===== config.mk =====
export PLATFORM = sky130hd
export DESIGN_NAME = guess_game_ctrl
export DESIGN_NICKNAME = d
export VERILOG_FILES = /design/src/rtl/guess_game_ctrl.sv
export SDC_FILE = /design/constraint.sdc
export NUM_CORES = 1
export LEC_CHECK = 0
export ABC_CLOCK_PERIOD_IN_PS = 5500
export CAP_MARGIN = 30
export CELL_PAD_IN_SITES_DETAIL_PLACEMENT = 2
export CELL_PAD_IN_SITES_GLOBAL_PLACEMENT = 2
export CORE_ASPECT_RATIO = 0.8
export CORE_MARGIN = 5
export CORE_UTILIZATION = 32
export DETAILED_ROUTE_END_ITERATION = 16
export PLACE_DENSITY_LB_ADDON = 0.08
export SLEW_MARGIN = 5
export SYNTH_ARGS = -nofsm -noshare
export SYNTH_HDL_FRONTEND = slang
export SYNTH_SLANG_ARGS = --single-unit
export TNS_END_PERCENT = 5

===== constraint.sdc =====
create_clock -name clk -period 5.5 [get_ports clk]
set_clock_uncertainty 0.15 [all_clocks]
set_input_delay 1.375 -clock clk [delete_from_list [all_inputs] [get_ports clk]]
set_output_delay 1.375 -clock clk [all_outputs]
set_load 0.05 [all_outputs]

===== src/rtl/guess_game_ctrl.sv =====
// Number-guessing game sequencer: draws BCD answers from a free-running LFSR,
// takes guesses on confirm presses, drives the higher/lower hint and tracks
// rounds won and wrong guesses until WIN or LOSE.
module guess_game_ctrl #(
  parameter int unsigned MAX_ROUNDS = 5,
  parameter int unsigned MAX_MISSES = 7,
  parameter logic [11:0] LFSR_SEED  = 12'hA5C
) (
  input  logic       clk,
  input  logic       reset,
  input  logic       confirm_btn,
  input  logic [1:0] max_digit,
  input  logic [3:0] key0,
  input  logic [3:0] key1,
  input  logic [3:0] key2,
  output logic [3:0] answer0,
  output logic [3:0] answer1,
  output logic [3:0] answer2,
  output logic [1:0] hint,
  output logic [2:0] round,
  output logic [2:0] misses,
  output logic [2:0] state,
  output logic       win,
  output logic       lose
);

  localparam int unsigned DW = 4;        // bits per BCD digit
  localparam int unsigned VW = 3 * DW;   // three-digit value width
  localparam int unsigned LW = 12;       // LFSR width
  localparam int unsigned CW = 3;        // counter width

  localparam logic [1:0] HINT_LOWER  = 2'b00;
  localparam logic [1:0] HINT_HIGHER = 2'b01;
  localparam logic [1:0] HINT_BLANK  = 2'b11;

  typedef enum logic [2:0] {
    S_IDLE  = 3'd0,
    S_LOAD  = 3'd1,
    S_GUESS = 3'd2,
    S_CHECK = 3'd3,
    S_WIN   = 3'd4,
    S_LOSE  = 3'd5
  } state_e;

  state_e          state_q;
  logic            confirm_q;
  logic [LW-1:0]   lfsr_q;
  logic [VW-1:0]   answer_q;
  logic [1:0]      hint_q;
  logic [CW-1:0]   round_q;
  logic [CW-1:0]   misses_q;
  logic            win_q;
  logic            lose_q;

  logic            press_c;
  logic [1:0]      nd_c;
  logic [VW-1:0]   mask_c;
  logic [LW-1:0]   lfsr_d;
  logic [VW-1:0]   load_c;
  logic [VW-1:0]   guess_c;
  logic [VW-1:0]   ans_c;
  logic [CW-1:0]   round_d;
  logic [CW-1:0]   misses_d;

  // Fold a raw LFSR nibble into the BCD range 0..9.
  function automatic logic [DW-1:0] to_bcd(input logic [DW-1:0] n);
    return (n > 4'd9) ? (n - 4'd6) : n;
  endfunction

  // Rising-edge press detect, digit-count mask, LFSR step and compare operands.
  always_comb begin
    press_c  = confirm_btn & ~confirm_q;
    nd_c     = (max_digit == 2'd0) ? 2'd1 : max_digit;
    mask_c   = 12'hFFF;
    case (nd_c)
      2'd1:    mask_c = 12'h00F;
      2'd2:    mask_c = 12'h0FF;
      default: mask_c = 12'hFFF;
    endcase
    lfsr_d   = {lfsr_q[LW-2:0], lfsr_q[11] ^ lfsr_q[5] ^ lfsr_q[3] ^ lfsr_q[0]};
    load_c   = {to_bcd(lfsr_q[11:8]), to_bcd(lfsr_q[7:4]), to_bcd(lfsr_q[3:0])} & mask_c;
    // Unsigned compare of the packed digits equals an MSD-first digit compare.
    guess_c  = {key2, key1, key0} & mask_c;
    ans_c    = answer_q & mask_c;
    round_d  = round_q + CW'(1);
    misses_d = misses_q + CW'(1);
  end

  // Game sequencer with registered outputs; leaving CHECK at the limit keeps counters from wrapping.
  always_ff @(posedge clk) begin
    if (reset) begin
      state_q   <= S_IDLE;
      confirm_q <= 1'b1;
      lfsr_q    <= LFSR_SEED;
      answer_q  <= '0;
      hint_q    <= HINT_BLANK;
      round_q   <= '0;
      misses_q  <= '0;
      win_q     <= 1'b0;
      lose_q    <= 1'b0;
    end else begin
      confirm_q <= confirm_btn;
      lfsr_q    <= lfsr_d;
      case (state_q)
        S_IDLE: begin
          round_q  <= '0;
          misses_q <= '0;
          hint_q   <= HINT_BLANK;
          win_q    <= 1'b0;
          lose_q   <= 1'b0;
          if (press_c) state_q <= S_LOAD;
        end
        S_LOAD: begin
          answer_q <= load_c;
          state_q  <= S_GUESS;
        end
        S_GUESS: begin
          if (press_c) state_q <= S_CHECK;
        end
        S_CHECK: begin
          if (guess_c == ans_c) begin
            hint_q  <= HINT_BLANK;
            round_q <= round_d;
            if (round_d == CW'(MAX_ROUNDS)) begin
              state_q <= S_WIN;
              win_q   <= 1'b1;
            end else begin
              state_q <= S_LOAD;
            end
          end else begin
            hint_q   <= (guess_c > ans_c) ? HINT_LOWER : HINT_HIGHER;
            misses_q <= misses_d;
            if (misses_d == CW'(MAX_MISSES)) begin
              state_q <= S_LOSE;
              lose_q  <= 1'b1;
            end else begin
              state_q <= S_GUESS;
            end
          end
        end
        S_WIN, S_LOSE: begin
          hint_q <= HINT_BLANK;
          if (press_c) begin
            state_q  <= S_IDLE;
            round_q  <= '0;
            misses_q <= '0;
            win_q    <= 1'b0;
            lose_q   <= 1'b0;
          end
        end
        default: state_q <= S_IDLE;
      endcase
    end
  end

  assign answer0 = answer_q[3:0];
  assign answer1 = answer_q[7:4];
  assign answer2 = answer_q[11:8];
  assign hint    = hint_q;
  assign round   = round_q;
  assign misses  = misses_q;
  assign state   = 3'(state_q);
  assign win     = win_q;
  assign lose    = lose_q;

endmodule

==> Yosys cells after proc, flatten, opt, wreduce, memory -nomap -nowiden <==
Index checks and enable logic that the tools add are counted.
{ "op_classes": {"n_eq_ne": 17, "n_bitwise": 8, "n_mul": 0, "shifts": 0, "n_lt_le_gt_ge": 4, "div_mod_pow": 0, "reduce_logical": 11, "mux": 26, "n_addsub": 5} }
{ "ops": {"columns": ["op", "count"], "rows": [
  ["$and 12x12->12", 3],
  ["$mux 3", 8],
  ["$pmux 12 s2", 1],
  ["$pmux 3 s3", 2],
  ["$pmux 3 s5", 1],
  ["$ne 2x2->1 const B", 7],
  ["$eq 12x12->1", 1],
  ["$eq 3x3->1 const B", 4],
  ["$gt 12x12->1", 1],
  ["$gt 4x4->1 const B", 3],
  ["$mux 4", 3],
  ["$sub 4x3->4 const B", 3],
  ["$reduce_and 3->1", 3],
  ["$reduce_and 4->1", 2],
  ["$add 3x1->3 const B", 2],
  ["$eq 3x2->1 const B", 2],
  ["$mux 1", 6],
  ["$pmux 1 s3", 2],
  ["$mux 2", 2],
  ["$pmux 2 s2", 1],
  ["$eq 3x1->1 const B", 1],
  ["$logic_not 3->1", 1],
  ["$reduce_bool 3->1", 1],
  ["$reduce_or 3->1", 1],
  ["8 further kinds", 10]
]} }
{ "totals": {"ff_bits": 38, "mem_bits_ro": 0, "latchBits": 0, "mem_bits_rw": 0, "word_cells": 80, "mem_count": 0, "inputBits": 17, "out_inout_bits": 25} }

==> Longest topological paths before layout <==
Gate-level depths: netlist of the first run.
{ "logic_depth": {"ltp_word": 9, "depth_mapped": 9, "mapped_depth_nobuf": 8} }

==> Least setup slack after synthesis of the first run <==
No wires, ideal clock.
{ "synth_path": {"kind": "input -> register", "start": "input max_digit[0]", "end": "register misses_q[0] (netlist: misses[0])", "arrival_time_ns": 2.998, "t_required_ns": 5.291, "slack_ns": 2.293, "path_stages": 9, "setup_ns": 0.059, "path_cell_list": "and2_1 > clkbuf_1 > nand2_1 > ha_1 > nand4_1 > nor3_2 > and2b_1 > nor2_1 > mux2_2"} }
{ "synth_between": {"elab_chain_len": 8, "word_cells_on_any_way": 10} }
{ "synth_rtl": {"columns": ["element", "line_no", "source"], "rows": [
  ["start, declared", "12", "input logic [1:0] max_digit,"],
  ["$logic_not 2->1", "73", "nd_c = (max_digit == 2'd0) ? 2'd1 : max_digit;"],
  ["$mux 2 *", "73", null],
  ["$eq 2x2->1 or $eq 2x1->1 (tied branches)", "75", "case (nd_c)"],
  ["$pmux 12 s2 *", "75", null],
  ["$and 12x12->12 (on tied branches)", "83, 84", null],
  ["$eq 12x12->1 *", "121", "if (guess_c == ans_c) begin"],
  ["$ne 2x2->1 (no line) *", null, null],
  ["$reduce_and 3->1 (no line) *", null, null],
  ["end signal, assigned", "132", "misses_q <= misses_d;"],
  ["end, declared", "51", "logic [CW-1:0] misses_q;"]
]} }
Mark *: on every way between the ends. The rest lies on a longest branch, timed or not.
A chain may end at the register's enable or synchronous reset.

==> Worst setup path in the final report of the first run <==
{ "layout_path": {"start": "input max_digit[1]", "end": "register misses_q[0] (netlist: misses[0])"} }
Same word-level chain as after synthesis.

==> results.json, run 1 <==
{
  "total_power_uw": 682.9,
  "floorplan.initialDensity_pct": 33.56,
  "ir_worst_vdd_uv": 125.1,
  "worst_setup_hold_path_clk_slew_ps": 80,
  "fin_ws_ps": 1574,
  "avgSynthCellArea_um2": 8.469,
  "critPathMaxFanout": 17,
  "required_ps": 5590,
  "root_buffer": "clkbuf_8",
  "tns_ps": 0,
  "cp.arrival_ps": 4020,
  "ff2ff_setup_slack_ps": 3370,
  "fmax_mhz": 254.7,
  "drv_slew": 0,
  "design.core.area_um2": 6006,
  "die_x_um": 98.74,
  "critPathLaunch": "max_digit[1]",
  "holdBufCountCts": 0,
  "pre_cts_slack_ps": 1245,
  "cts_buffer_depth": 2,
  "synth-seq-area-share_pct": 37.74,
  "clock_sinks": 38,
  "rows": 25,
  "hp-class": "reg -> reg",
  "finalSetupViolCount": 0,
  "worstRegToRegCells": 6,
  "grt_pass1_vias": 1890,
  "drt-pass1-iter-count": 4,
  "ant_nets": 0,
  "relSlewSlack_pct": 60.26,
  "clk_latency_ps": 300,
  "die_height_um": 80.99,
  "rsz0062_at_grt": "no",
  "ys.flop_type": "dfxtp_1",
  "hpwl_um": 4234,
  "synth_fp_nets": 274,
  "drc": 0,
  "grt_pass1_wl_um": 9542,
  "r2r-end": "round[1]",
  "min_to": "lfsr_q[9]",
  "grt_use_met1_pct": 20.55,
  "timing.final.crit_share_pct": 71.39,
  "crit_type": "in -> reg",
  "ys_async_sr_fraction_pct": 0,
  "hp-start": "lfsr_q[8]",
  "ys_warn_count": 0,
  "vias": 1797,
  "cts_tree": "built",
  "synth-seq-cells": 38,
  "power_per_cell_area_nw_per_um2": 259.3,
  "r2r_start": "answer_q[5]",
  "worstMarginPinSlew_ps": 591.7,
  "routed_wl_um": 5611,
  "final_net_count": 314,
  "drt-initial-drc-count": 34,
  "leakagePower_uw": 0.001049,
  "drive_above_1_share_pct": 7.527,
  "crit_path_start_kind": "input port",
  "syn_to_final_growth_pct": 30.66,
  "synth_area_um2": 2016,
  "min_path_cells": 1,
  "maxCapViolations": 0,
  "io_pins": 42,
  "grt_usage_pct": 15.05,
  "finalCriticalPeriod_ps": 3926,
  "insertedDiodeCount": 0,
  "synth_cell_types": 46,
  "synthCells": 238,
  "use_met2_pct": 23.28,
  "numCtsBuffers": 5,
  "status": "finished, final reports clean",
  "cp-end-kind": "flip-flop",
  "cts_resized": 0,
  "die-area_um2": 7996,
  "vias_per_cell": 4.992,
  "antenna_found_initial": 0,
  "post_drt_wl_per_cell_um": 15.59,
  "use_met3_pct": 4.635,
  "gp_congestion": 0.7492,
  "synth_edf_count": 0,
  "io_buffers": 41,
  "htreeDepth": 2,
  "cts_setup_buffers": 0,
  "busiest_layer": "met2",
  "grt_max_degree": 41,
  "hold_viol_final": 0,
  "grt.overflow.total": 0
}
==> Yosys cell counts, drive strengths merged, types with 2 or more instances <==
master    n  area [um^2]
a211oi    2        15.01
a21o      2        15.01
a21oi    21        105.1
a22o      2        17.52
and2      8        50.05
and2b     2        17.52
and3      5        31.28
buf       4        25.02
clkbuf    5        18.77
dfxtp    38        760.7
ha       19        237.7
inv      14        52.55
mux2i     4        40.04
nand2    26        105.1
nand3     5        25.02
nand4     3        18.77
nor2     22        82.58
nor2b     7        43.79
nor3      7        40.04
o2111ai   2        17.52
o211ai    2        15.01
o21ai     8        40.04
o32ai     2        17.52
or2       8        50.05
or3       2        12.51
xnor2     3        26.28
xor2      3        26.28
==> worst max-delay path, cell delays in order <==
cell,delay [ps]
clkdlybuf4s50_1,780
and2_1,370
nand2_1,110
ha_1,330
nand4_1,210
nor3_2,280
and2b_1,230
nor2_1,160
mux2_2,180
==> cell families (layout without fill, tap and decap cells) <==
kind of cell               count (synthesis)  after routing  share of synthesized area, %
and+or+nand+nor                          100            100                         26.20
AOI/OAI and AO/OA                         47             47                         14.34
DFF                                       38             38                         37.74
buffers and inverters                     23             64                         4.780
adders and majority gates                 19             19                         11.79
xor gates and xnor gates                   6              6                         2.608
muxes                                      5              5                         2.545
==> through the flow <==
stage	cell area, um^2	hold slack, ps	instances	util, %
6_report	2634	299.5	360	43.85
5_1_grt	2634	324.5	360	43.85
4_1_cts	2634	307.4	360	43.85
3_5_place_dp	2491	283.2	352	41.48
3_3_place_gp	2491	285.2	352	41.48
2_1_floorplan	2016	266.7	238	-
==> layout by cell type, fill, tap and decap left out, types with 2 or more instances in the layout <==
master | netlist | final
a22o_1 | 2 | 2
clkdlybuf4s50_1 | 0 | 41
xnor2_1 | 3 | 3
nor2_1 | 22 | 22
bufinv_16 | 0 | 2
or2_2 | 7 | 7
clkbuf_8 | 0 | 6
and2_1 | 8 | 8
or3_1 | 2 | 2
mux2i_1 | 4 | 4
nand2_1 | 25 | 25
o21ai_1 | 2 | 2
and3_1 | 5 | 5
dfxtp_1 | 38 | 38
nand3_1 | 5 | 5
o2111ai_1 | 2 | 2
nor2b_1 | 7 | 7
o211ai_1 | 2 | 2
nand4_1 | 3 | 3
inv_1 | 14 | 14
a21o_1 | 2 | 2
a21oi_1 | 21 | 21
ha_1 | 19 | 19
o21ai_0 | 6 | 6
nor3_1 | 6 | 6
o32ai_1 | 2 | 2
xor2_1 | 3 | 3
a211oi_1 | 2 | 2
==> sequential cells by signal (all words and copies together) (netlist names) <==
name and flops:
answer_q 12, lfsr_q 12, misses 3, round 3, state 3, hint 2
confirm_q 1, lose 1, win 1
==> how the worst max path moves through the flow <==
| stage | cells past startpoint | end | slack [ps] |
|---|---|---|---|
| floorplan | 9 | misses[0] | 2290 |
| global placement | 9 | misses[0] | 1330 |
| detailed placement | 9 | misses[0] | 1250 |
| CTS | 9 | misses[0] | 1540 |
| global route | 9 | misses[0] | 1290 |
| finish | 9 | misses[0] | 1570 |
==> layer usage <==
metal | routed length [um] | part of all wire, %
met2 | 2386 | 43
met1 | 2939 | 52
met4 | 51 | 0.91
met5 | 0 | 0
met3 | 235 | 4.2
==> layout make-up <==
cell class | instances | area (um^2)
Sequential cell | 38 | 760.7
Timing Repair Buffer | 42 | 417.9
Clock buffer | 6 | 82.58
Inverter | 14 | 52.55
Fill cell | 696 | 3372
Clock inverter | 2 | 60.06
Tap cell | 81 | 101.3
Multi-Input combinational cell | 177 | 1159
==> where the power goes <==
| part | switching (uW) | total (uW) | internal (uW) |
|---|---|---|---|
| sequential | 13.3 | 299 | 286 |
| combinational | 43.5 | 83.7 | 40.2 |
| clock | 107 | 300 | 194 |
Note: power is estimated with default switching activity, not from simulation.
==> run 2, diff against run 1 <==
ABC_CLOCK_PERIOD_IN_PS = 3400   (was 5500)
CORE_UTILIZATION = 27   (was 32)
clock period = 3.4 ns   (was 5.5 ns; I/O delays follow)
==> results.json, run 2 (synthesis gave the netlist of run 1 again) <==
{
  "cts_buffer_depth": 2,
  "insertedDiodeCount": 0,
  "grt_usage_pct": 12.82,
  "ff2ff_setup_slack_ps": 1280,
  "drive_above_1_share_pct": 7.857,
  "clk_latency_ps": 290,
  "grt.overflow.total": 0,
  "post_drt_wl_per_cell_um": 15.43,
  "hpwl_um": 4494,
  "drc": 0,
  "top_regs": "answer_q x12, lfsr_q x12",
  "crit_type": "in -> reg",
  "clock_sinks": 38,
  "holdBufCountCts": 0,
  "hold_viol_final": 0,
  "vias": 1742,
  "timing.final.crit_share_pct": 90.20,
  "cp-end-kind": "flip-flop",
  "routed_wl_um": 5708,
  "most-common-layout-cells": "clkdlybuf4s50_1, dfxtp_1, nand2_1",
  "antenna_found_initial": 0,
  "dp_cells": 364,
  "critPathMaxFanout": 5,
  "hp-class": "reg -> reg",
  "rows": 28,
  "fillers": 835,
  "utilization_pct": 35.61,
  "required_ps": 3480,
  "maxCapViolations": 0,
  "final_cells": 370,
  "leakagePower_uw": 0.001036,
  "cp.arrival_ps": 3150,
  "cts_tree": "built",
  "total_power_uw": 933.3,
  "final_common_cell": "clkdlybuf4s50_1",
  "io_pins": 42,
  "numCtsBuffers": 5,
  "grt_pass1_vias": 1857,
  "design.core.area_um2": 7322,
  "status": "finished, final reports clean",
  "multi_input_area_um2": 1159,
  "rsz0062_at_grt": "no",
  "vias_per_cell": 4.708,
  "grt_max_degree": 25,
  "finalSetupViolCount": 0,
  "fmax_mhz": 326.1,
  "gp_congestion": 0.7262,
  "syn_to_final_growth_pct": 29.36,
  "htreeDepth": 2,
  "relSlewSlack_pct": 59.46,
  "floorplan.initialDensity_pct": 27.53,
  "root_buffer": "clkbuf_8",
  "worst_setup_hold_path_clk_slew_ps": 70,
  "cts_setup_buffers": 0,
  "tns_ps": 0,
  "whs_ps": 302.7,
  "ant_nets": 0,
  "regArea_um2": 760.7,
  "die_x_um": 106.6,
  "drt-pass1-iter-count": 4,
  "power_per_cell_area_nw_per_um2": 357.9,
  "crit_path_start_kind": "input port",
  "ir_worst_vdd_uv": 145.7,
  "worstMarginPinSlew_ps": 606.3,
  "final_net_count": 317,
  "io_buffers": 41,
  "die-area_um2": 9304,
  "drv_slew": 0,
  "drt-initial-drc-count": 25,
  "grt_pass1_wl_um": 9370,
  "die_height_um": 87.28,
  "cts_resized": 0,
  "finalCriticalPeriod_ps": 3067
}
## run 2: cell count changes in the layout (fill, tap and decap cells not counted)
cell,previous run,this run
buf_4,1,4
bufinv_16,2,0
## run 2: report_power, final
part	internal [uW]	switching [uW]
clock	157	155
sequential	462	21.1
combinational	66.8	71.4
## run 2: final timing paths
kind / startpoint / to / depth (start not counted)
setup reg to reg: answer_q[5] / misses[0] / 7
hold reg to reg: lfsr_q[8] / lfsr_q[9] / 1
hold / removal: lfsr_q[8] / lfsr_q[9] / 1
setup / recovery: max_digit[0] / misses[0] / 9
## run 2: layer usage
layer	global-route usage [%]	part of all wire (%)	wire length [um]	up-vias
met4	3.484	0.65	37	0
li1	-	-	-	899
met5	0	0	0	-
met2	19.20	41	2327	38
met1	18.01	54	3078	801
met3	3.632	4.6	265	4
## run 2: stage by stage
step                cell area (um^2)  setup slack, ps
finish                          2608            333.3
floorplan                       2016            718.2
CTS                             2608            317.1
global route                    2608            136.4
global placement                2525            136.6
detailed placement              2525            30.01
## run 2: final cells by class
class	instances	share of cell area, %
Inverter	14	2.015
Sequential cell	38	29.17
Clock buffer	6	3.167
Tap cell	90	4.319
Multi-Input combinational cell	177	44.43
Timing Repair Buffer	45	16.89
## run 2: worst max-delay path, stage by stage
cell and delay (ps):
clkdlybuf4s50_1 530, and2_1 230, nand2_1 80, ha_1 320, nand4_1 230, nor3_2 290, and2b_1 240, nor2_1 190
mux2_2 190
